[config.mk]
export PLATFORM = sky130hd
export DESIGN_NAME = instr_seq_ctrl
export DESIGN_NICKNAME = d
export VERILOG_FILES = /design/src/rtl/instr_seq_ctrl.sv
export SDC_FILE = /design/constraint.sdc
export NUM_CORES = 1
export LEC_CHECK = 0
export BUFFER_PORTS_ARGS = -buffer_cell sky130_fd_sc_hd__buf_2
export CAP_MARGIN = 20
export CELL_PAD_IN_SITES_DETAIL_PLACEMENT = 0
export CELL_PAD_IN_SITES_GLOBAL_PLACEMENT = 2
export CORE_MARGIN = 5
export CORE_UTILIZATION = 29
export DETAILED_ROUTE_END_ITERATION = 10
export GPL_ROUTABILITY_DRIVEN = 0
export GPL_TIMING_DRIVEN = 1
export PLACE_DENSITY = 0.87
export SLEW_MARGIN = 30
export SYNTH_ARGS = -nofsm -noshare
export SYNTH_HDL_FRONTEND = slang
export SYNTH_SLANG_ARGS = --single-unit
[constraint.sdc]
create_clock -name clk -period 2.3 [get_ports clk]
set_clock_uncertainty 0.2 [all_clocks]
set_input_delay 0.46 -clock clk [delete_from_list [all_inputs] [get_ports clk]]
set_output_delay 0.46 -clock clk [all_outputs]
set_load 0.05 [all_outputs]
[src/rtl/instr_seq_ctrl.sv]
// Purpose  : per-instruction control sequencer feeding the register file and ALU (S0..S6 walk).
// Latency  : start edge -> S1 on the next clock; S6 (done) 6 clocks after the edge; back to S0 after 7.
// Backpress: none; start is ignored in S1..S6 and a held start only counts once (edge detected).
//
// Ports
//   clk, rst_n         clock, asynchronous active-low reset
//   start              run request (level); only its rising edge in S0 launches an instruction
//   instr              {op, rd1, rd2, wr}; captured in S0 on the start edge
//   overflow           ALU overflow, sampled during writeback (S5)
//   pst                state code shared with the register file
//   Rd1, Rd2, Wr       register addresses from the captured instruction (0 while idle)
//   alu_op             opcode to the ALU (0 while idle)
//   Reg_Write          register file write enable, only in S5 for opcodes 1..8
//   busy / done        S1..S5 / S6
//   ovf_flag           sticky overflow, cleared by the next accepted start
//   instr_cnt          (only with INSTR_CNT_EN defined) count of writebacks, wraps at 256
//
// Build option: define INSTR_CNT_EN to add the instr_cnt output and its counter.

module instr_seq_ctrl #(
  parameter int AW  = 4,
  parameter int OPW = 4
) (
  input  logic                  clk,
  input  logic                  rst_n,
  input  logic                  start,
  input  logic [OPW+3*AW-1:0]   instr,
  input  logic                  overflow,
  output logic [2:0]            pst,
  output logic [AW-1:0]         Rd1,
  output logic [AW-1:0]         Rd2,
  output logic [AW-1:0]         Wr,
  output logic [OPW-1:0]        alu_op,
  output logic                  Reg_Write,
  output logic                  busy,
  output logic                  done,
  output logic                  ovf_flag
`ifdef INSTR_CNT_EN
  ,
  output logic [7:0]            instr_cnt
`endif
);

  localparam int IW = OPW + 3*AW;

  localparam logic [2:0] S0 = 3'b000;  // idle
  localparam logic [2:0] S1 = 3'b001;  // decode
  localparam logic [2:0] S2 = 3'b010;  // read Rd1
  localparam logic [2:0] S3 = 3'b011;  // read Rd2
  localparam logic [2:0] S4 = 3'b100;  // latch Wr
  localparam logic [2:0] S5 = 3'b101;  // writeback
  localparam logic [2:0] S6 = 3'b110;  // done

  logic [2:0]    pst_q, pst_d;
  logic          start_q;
  logic [IW-1:0] instr_q, instr_d;
  logic          ovf_q, ovf_d;

  logic          start_edge;
  logic          accept;
  logic          active;
  logic [OPW-1:0] op;
  logic          op_writes;
  logic          reg_write;

  assign start_edge = start & ~start_q;
  assign accept     = (pst_q == S0) & start_edge;

  // Fields are only presented while an instruction is in flight; idle reads as zero.
  assign active = (pst_q >= S1) & (pst_q <= S6);
  assign op     = instr_q[IW-1 -: OPW];

  // Opcodes outside 1..8 (NOP and the undefined codes) walk the states without writing.
  assign op_writes = (op >= OPW'(1)) & (op <= OPW'(8));
  assign reg_write = (pst_q == S5) & op_writes;

  always_comb begin
    pst_d = pst_q;
    case (pst_q)
      S0:      if (start_edge) pst_d = S1;
      S1:      pst_d = S2;
      S2:      pst_d = S3;
      S3:      pst_d = S4;
      S4:      pst_d = S5;
      S5:      pst_d = S6;
      S6:      pst_d = S0;
      default: pst_d = S0;  // 111 recovers to idle
    endcase
  end

  always_comb begin
    instr_d = instr_q;
    if (accept) instr_d = instr;
  end

  // Set wins over clear; in practice they cannot coincide since clear happens only in S0.
  always_comb begin
    ovf_d = ovf_q;
    if (accept) ovf_d = 1'b0;
    if (reg_write && overflow) ovf_d = 1'b1;
  end

  always_ff @(posedge clk or negedge rst_n) begin
    if (!rst_n) begin
      pst_q   <= S0;
      start_q <= 1'b0;
      instr_q <= '0;
      ovf_q   <= 1'b0;
    end else begin
      pst_q   <= pst_d;
      start_q <= start;
      instr_q <= instr_d;
      ovf_q   <= ovf_d;
    end
  end

`ifdef INSTR_CNT_EN
  logic [7:0] cnt_q, cnt_d;

  always_comb begin
    cnt_d = cnt_q;
    if (reg_write) cnt_d = cnt_q + 8'd1;  // natural 8-bit wrap
  end

  always_ff @(posedge clk or negedge rst_n) begin
    if (!rst_n) cnt_q <= 8'd0;
    else        cnt_q <= cnt_d;
  end

  assign instr_cnt = cnt_q;
`endif

  assign pst       = pst_q;
  assign Rd1       = active ? instr_q[3*AW-1 -: AW] : '0;
  assign Rd2       = active ? instr_q[2*AW-1 -: AW] : '0;
  assign Wr        = active ? instr_q[AW-1:0]       : '0;
  assign alu_op    = active ? op                    : '0;
  assign Reg_Write = reg_write;
  assign busy      = (pst_q >= S1) & (pst_q <= S5);
  assign done      = (pst_q == S6);
  assign ovf_flag  = ovf_q;

endmodule

==> flow_summary.toml, run 1 <==
[yosys]
synth_common_cells = "dfrtp_1, and2_1, mux2_4"
synthSimpleGateAreaFrac_pct = 18.2
synth_xor_area_share_pct = 0
synth_edf_count = 0
synth_most_common_cell = "dfrtp_1"
yosys.area.top_type = "dfrtp_1"
synth-seq-cells = 21
synth_top_family_by_area = "multiplexers"
synth.distinct_cells = 21
ys_top_cells_by_area = "dfrtp_1, mux2_4, and2_1"
synth_nets = 96
synthMuxAreaShare_pct = 23.4
syn_area_per_cell_um2 = 13.2
synth-main-ff-cell = "dfrtp_1"
yosysWarnings = 0
synth_fa_ha_area_share_pct = 0
syn_inst = 76
synth_top_cell_area_share_pct = 52.3
synth-compound-area-share_pct = 2.99
yosysSeqAreaShare_pct = 52.3
ys_async_sr_fraction_pct = 100
synth_area_um2 = 1000

[clocking]
clk_pin_slew_ps = 120
cts_num_sinks = 21
ctsRootBufferMaster = "clkbuf_4"
cts_max_level = 1
cts_tree = "built"
cts_inserted_buffers = 3
ctsLongestPathBuffers = 2
clock_latency_ps = 300

[sta]
finalMaxSlewViolations = 0
period_share_pct = 97.6
fin_ws_ps = 54.2
rsz0062_at_grt = "yes"
finalHoldViolCount = 0
relSlewSlack_pct = 69.5
post-route-min-period_ps = 2250
fmax_ghz = 0.445
setup_viol = 0
worst_slew_pin_slew_ps = 458

[routing]
final_antenna_net_count = 0
dr.pass1.iters = 5
drcViolationCount = 0
drt-total-wl_mm = 2.35
vias_per_cell = 4.28
vias = 745
wl_per_cell_um = 13.5
drt-initial-drc-count = 18

[status]
outcome = "completed"

[global_routing]
grt_pass1_vias = 682
grt_max_degree = 22
antenna_found_initial = 0
grt_usage_pct = 9.69
grt_first_pass_wirelength_mm = 3.27
overflow = 0

[placed_design]
hpwl_mm = 1.62
place_worst_setup_slack_ps = 279
io_buffers = 42
placedCellCount = 162

[setup_path]
crit_type = "flop to output pin"
startpoint_type = "flop"
cp.arrival_ps = 1590
crit_fanout = 8
critical_path.endpoint_type = "output pin"
crit_required_ps = 1640
r2r_setup_slack_ps = 600

[final_layout]
fin_nets = 149
utilization_pct = 44.8
drive_gt1_share_pct = 71.1
instances_no_fill = 174
diodes = 0
syn2layout_area_growth_pct = 48.7

[floorplan]
rows = 21
die_area_um2 = 4740
core_um2 = 3340
start_util_pct = 30.1
die_w_um = 68.9
io_pins = 43
die_h_um = 68.9

[hold_path]
hp-class = "input port to flop"

[flow_run]
maxCapViolCount = 0
==> cell usage in the layout (no fill, tap or decap) <==
| cell | netlist | final |
|---|---|---|
| clkinv_2 | 0 | 1 |
| mux2i_1 | 1 | 1 |
| and2_1 | 16 | 6 |
| nand2_1 | 2 | 2 |
| nor3_4 | 1 | 1 |
| nor2_4 | 0 | 1 |
| nor2b_1 | 1 | 1 |
| nor2_1 | 3 | 2 |
| dfrtp_1 | 21 | 18 |
| buf_4 | 0 | 9 |
| and3_4 | 0 | 1 |
| nand3b_1 | 1 | 1 |
| nor3_1 | 2 | 1 |
| nor4_1 | 1 | 1 |
| buf_8 | 0 | 1 |
| nand2_4 | 1 | 1 |
| and2_2 | 0 | 10 |
| a211oi_1 | 1 | 1 |
| a21oi_2 | 0 | 1 |
| mux2_4 | 9 | 9 |
| dlygate4sd3_1 | 0 | 1 |
| clkbuf_4 | 0 | 3 |
| dfrtp_2 | 0 | 3 |
| a22o_1 | 1 | 1 |
| nor3_2 | 0 | 1 |
| buf_6 | 2 | 16 |
| o31a_1 | 1 | 1 |
| buf_2 | 1 | 25 |
| mux2_2 | 8 | 8 |
==> cells by family (layout without fill, tap and decap cells) <==
| family | count (synthesis) | after routing |
|---|---|---|
| multiplexers | 18 | 18 |
| buffers and inverters | 4 | 56 |
| flip-flops | 21 | 21 |
| AND/OR/NAND/NOR | 29 | 29 |
| AO/OA/AOI/OAI | 4 | 4 |
==> repair_timing <==
item / in CTS / in global routing
setup buffers: 3 / 3
gates cloned: 0 / 1
hold buffers: 1 / 0
pin swaps: 0 / 2
endpoints found under the hold margin: 21 / 0
setup endpoints to repair: 16 / 17
gates resized for setup: 17 / 25
==> final cells by class <==
type,count,area (um2)
Sequential cell,21,529
Multi-Input combinational cell,51,482
Timing Repair Buffer,52,398
Fill cell,338,1840
Clock inverter,1,5.00
Clock buffer,3,22.5
Tap cell,46,57.6
==> worst max-delay path: stages, from the launching register on <==
cell,delay (ps)
dfrtp_2,470
and3_4,200
nor2_4,140
buf_6,140
and2_1,170
buf_6,170
==> metrics by stage <==
step | TNS (ps) | hold slack, ps | cell area (um2)
final | 0 | 68.3 | 1490
after global routing | -34.7 | 36.7 | 1490
after CTS | 0 | 53.6 | 1380
after detailed placement | 0 | 243 | 1280
after global placement | 0 | 238 | 1280
after floorplan | -3.46 | -35.6 | 1030
==> final timing paths <==
path	endpoint	from	depth (start not counted)
min in group asynchronous	instr_q[10]	rst_n	2
worst max register to register	instr_q[12]	pst[2]	4
worst min-delay path	start_q	start	1
max in group asynchronous	pst[1]	rst_n	2
worst min register to register	instr_q[7]	instr_q[7]	1
worst max-delay path	Rd2[3]	pst[1]	5
==> sequential cells by signal (all words and copies together) (netlist names) <==
name / count
start_q: 1
pst: 3
ovf_flag: 1
instr_q: 16
==> per-layer routing <==
layer  GRT usage [%]  routed length [um]
met4            5.84                  34
met5               0                   0
met3            2.92                 193
met1            12.2                1010
met2            14.5                1110
Power of run 1 is not shown: default switching activity piles up to over one toggle a cycle in this logic, so the estimate is an artifact.
==> inputs of run 2 (changes only) <==
==> constraint.sdc (replaced) <==
create_clock -name clk -period 2.3 [get_ports clk]
set_clock_uncertainty 0.2 [all_clocks]
set_input_delay 0.46 -clock clk [delete_from_list [all_inputs] [get_ports clk]]
set_output_delay 0.46 -clock clk [all_outputs]
set_load 0.01 [all_outputs]
==> run 2 against run 1 <==
Net effect: critical path depth unchanged; wire length decreased by 10%; global-route usage decreased by 0.43 points; via count decreased by 2.8%; core utilization decreased by 4.8 points; first-iteration DRC count increased by 44%.
==> flow_summary.toml, run 2 (synthesized netlist as in run 1, its figures left out) <==
[final_layout]
mostFrequentLayoutCells = "buf_2, dfrtp_1, and2_1"
fin_area_um2 = 1330
regMostFlops = "instr_q"
utilization_pct = 40.0
multi_input_area_um2 = 455
drive_gt1_share_pct = 59.2
regArea_um2 = 528
largest_reg_flops = 16
nFillCells = 348
final_common_cell = "buf_2"
syn2layout_area_growth_pct = 32.8
fin_nets = 146
diodes = 0

[floorplan]
core_um2 = 3340
io_pins = 43
die_area_um2 = 4740
rows = 21
die_h_um = 68.9
start_util_pct = 30.1
die_w_um = 68.9

[setup_path]
critPathSlowestCell = "dfrtp_2"
critical_path.endpoint_type = "output pin"
crit_required_ps = 1640
crit_type = "flop to output pin"
crit_buf_inv = 2
cp.arrival_ps = 1520
critPathTopFamily = "flip-flops"
crit_fanout = 8
cp_cell_sequence = "nor3_4 -> nor2_4 -> buf_4 -> and2_1 -> buf_2"
cpPeakStageDelay_ps = 480
startpoint_type = "flop"

[routing]
wl_per_cell_um = 12.3
drcViolationCount = 0
dr.pass1.iters = 3
drt-total-wl_mm = 2.11
final_antenna_net_count = 0
vias_per_cell = 4.23
drt-initial-drc-count = 26
vias = 724

[global_routing]
antenna_found_initial = 0
grt_usage_pct = 9.25
grt_max_degree = 22
grt_pass1_vias = 753
overflow = 0
grt_first_pass_wirelength_mm = 3.29

[clocking]
ctsLongestPathBuffers = 2
cts_max_level = 1
cts_inserted_buffers = 3
clock_latency_ps = 300
ctsRootBufferMaster = "clkbuf_4"
cts_tree = "built"
cts_num_sinks = 21
clk_pin_slew_ps = 110

[sta]
period_share_pct = 94.9
setup_viol = 0
finalHoldViolCount = 0
relSlewSlack_pct = 69.6
holdWs_ps = 71.4
finalMaxSlewViolations = 0
fmax_ghz = 0.458
rsz0062_at_grt = "no"
post-route-min-period_ps = 2180
worst_slew_pin_slew_ps = 456

[placed_design]
hpwl_mm = 1.61
io_buffers = 42
placed_cell_area_um2 = 1260

[status]
outcome = "completed"

[pwr]
power_density_nw_per_um2 = 1410
leakagePower_nw = 0.695
ir_worst_vdd_v = 0.000342
power.total_mw = 1.88

[flow_run]
maxCapViolCount = 0

[hold_path]
hp-class = "input port to flop"
run 2: worst reg2reg max path: stages (launching register included):
cell,delay (ps)
dfrtp_2,480
nor3_4,250
buf_4,170
nand2_4,170
mux2_4,350
run 2: stage by stage:
stage	TNS, ps	setup slack [ps]	instances
6_report	0	116	171
2_1_floorplan	0	287	76
4_1_cts	0	4.49	169
3_3_place_gp	0	26.8	162
5_1_grt	0	5.49	171
3_5_place_dp	-108	-22.5	162
run 2: path summary, 6_finish.rpt:
check                      slack [ps]          end        from  depth (start not counted)
max in group asynchronous        1130       pst[1]       rst_n                          2
hold reg to reg                   310   instr_q[4]  instr_q[4]                          1
setup / recovery                  120        Wr[1]      pst[0]                          5
setup reg to reg                  580  instr_q[14]      pst[0]                          4
min in group asynchronous         440  instr_q[10]       rst_n                          2
hold / removal                     70      start_q       start                          1
run 2: cell type report:
class	count	share of cell area [%]
Sequential cell	21	39.6
Multi-Input combinational cell	51	34.1
Timing Repair Buffer	49	19.9
Tap cell	46	4.32
Clock buffer	3	1.69
Clock inverter	1	0.375
run 2: power by group:
part           internal (mW)  leakage (nW)  total [mW]  switching, mW
combinational          0.577         0.426        1.03          0.453
clock                 0.0647        0.0177       0.170          0.105
sequential             0.548         0.251       0.678          0.129
total                   1.19         0.695        1.88          0.687
run 2: repair_timing:
item / in CTS / in global routing
buffers inserted: 2 / 2
gates resized for setup: 2 / 2
hold endpoints to repair: 21 / 0
endpoints found under the setup margin: 16 / 16
hold buffers: 1 / 0
pin swaps: 1 / 1
run 2: layer usage:
| layer | share of wire (%) | vias to the layer above | global-route usage (%) |
|---|---|---|---|
| li1 | - | 356 | - |
| met1 | 44 | 340 | 11.2 |
| met2 | 46 | 26 | 16.0 |
| met3 | 9.7 | 2 | 2.43 |
| met4 | 0.38 | 0 | 2.92 |
| met5 | 0 | - | 0 |
Note: power is estimated with default switching activity, not from simulation.
==> inputs of run 3 (changes only) <==
--- a/config.mk
+++ b/config.mk
@@ -9,6 +9,7 @@
 export CAP_MARGIN = 20
 export CELL_PAD_IN_SITES_DETAIL_PLACEMENT = 0
 export CELL_PAD_IN_SITES_GLOBAL_PLACEMENT = 2
+export CORE_ASPECT_RATIO = 1.25
 export CORE_MARGIN = 5
 export CORE_UTILIZATION = 29
 export DETAILED_ROUTE_END_ITERATION = 10
==> run 3 against run 2 <==
Net effect: register-to-register slack barely moved; largest cell class unchanged; via count rose by 2.2%; core utilization fell by 1.5 points; wire length rose by 5.7%.
==> flow_summary.toml, run 3 (synthesized netlist as in run 1, its figures left out) <==
[clocking]
cts_inserted_buffers = 3
post_cts_buffers = 0
cts_num_sinks = 21
cts_tree = "built"
clock_latency_ps = 250
ctsLongestPathBuffers = 2
ctsRootBufferMaster = "clkbuf_8"
cts_max_level = 1
clk_pin_slew_ps = 80

[setup_path]
cp.arrival_ps = 1530
worstSetupEndpoint = "Rd2[2]"
r2r_start = "pst[0]"
r2r_setup_slack_ps = 590
crit_fanout = 16
critical_path.endpoint_type = "output pin"
crit_start = "pst[0]"
startpoint_type = "flop"
worstReg2RegEnd = "instr_q[9]"
crit_required_ps = 1640
reg2regPathDepth = 3
crit_type = "flop to output pin"

[floorplan]
io_pins = 43
die_w_um = 62.6
core_um2 = 3420
rows = 24
start_util_pct = 29.3
die_h_um = 75.8
die_area_um2 = 4750

[status]
outcome = "completed"

[routing]
final_antenna_net_count = 0
wl_per_cell_um = 13.8
drt-total-wl_mm = 2.23
drcViolationCount = 0
drt-initial-drc-count = 30
vias_per_cell = 4.60
vias = 740
dr.pass1.iters = 2

[placed_design]
placed_cell_area_um2 = 1250
hpwl_mm = 1.67
io_buffers = 42

[final_layout]
final_common_cell = "buf_2"
fin_area_um2 = 1320
regMostFlops = "instr_q"
largest_reg_flops = 16
drive_gt1_share_pct = 55.7
utilization_pct = 38.5
diodes = 0
fin_nets = 143
nFillCells = 351
mostFrequentLayoutCells = "buf_2, dfrtp_1, and2_1"
syn2layout_area_growth_pct = 31.1

[pwr]
ir_worst_vdd_v = 0.000597
leakagePower_nw = 0.687
power_density_nw_per_um2 = 1440

[sta]
relSlewSlack_pct = 66.9
holdWs_ps = 119
post-route-min-period_ps = 2190
rsz0062_at_grt = "no"
period_share_pct = 95.0
tns_ps = 0
fmax_ghz = 0.458
worst_slew_pin_slew_ps = 496
setup_viol = 0
finalHoldViolCount = 0
finalMaxSlewViolations = 0

[flow_run]
maxCapViolCount = 0

[global_routing]
grt_first_pass_wirelength_mm = 3.71
grt_usage_pct = 9.67
overflow = 0
antenna_found_initial = 0
grt_pass1_vias = 795
grt_max_degree = 22

[hold_path]
hp-class = "input port to flop"
## run 3: timing repair
| item | 4_1_cts | 5_1_grt |
|---|---|---|
| hold endpoints to repair | 21 | 0 |
| resized for setup | 2 | 0 |
| hold buffers | 1 | 0 |
| endpoints found under the setup margin | 16 | 0 |
## run 3: per-stage QoR
step / instances / worst slack (ps) / total power, mW
after floorplan: 76 / 287 / 1.31
after global placement: 156 / 35.2 / 1.65
after detailed placement: 156 / -19.8 / 1.67
after CTS: 161 / 86.5 / 1.94
after global routing: 161 / 15.6 / 2.05
final: 161 / 115 / 1.90
## run 3: critical path, cell delays in order (launching register included)
cell     delay, ps
dfrtp_1        470
and3_1         230
nor2_4         260
and2_1         180
buf_2          130
## run 3: worst min-delay path by stage
| stage | endpoint | cells after the start | start |
|---|---|---|---|
| after floorplan | instr_q[0] | 0 | rst_n |
| after global placement | instr_q[13] | 1 | rst_n |
| after detailed placement | instr_q[3] | 1 | rst_n |
| after CTS | start_q | 1 | start |
| after global routing | start_q | 1 | start |
| final | start_q | 1 | start |
## run 3: area by class of cell
class | instances | area, um2 | area share [%]
multi-input cells | 51 | 455 | 34.6
well taps | 39 | 48.8 | 3.70
clock buffers | 4 | 45.0 | 3.42
flip-flops and latches | 21 | 526 | 39.9
repair buffers | 46 | 243 | 18.4
## run 3: report_power, final
group          total (mW)  leakage [nW]  internal [mW]  switching [mW]
logic               0.983         0.411          0.538           0.446
registers           0.677         0.253          0.546           0.131
clock network       0.238        0.0228          0.123           0.115
## run 3: metal layers
layer	global-route usage (%)	up-vias	share of wire (%)
met2	17.4	25	50
met3	3.39	0	6.9
li1	-	350	-
met1	11.5	365	43
met4	1.42	0	0
met5	0	-	0
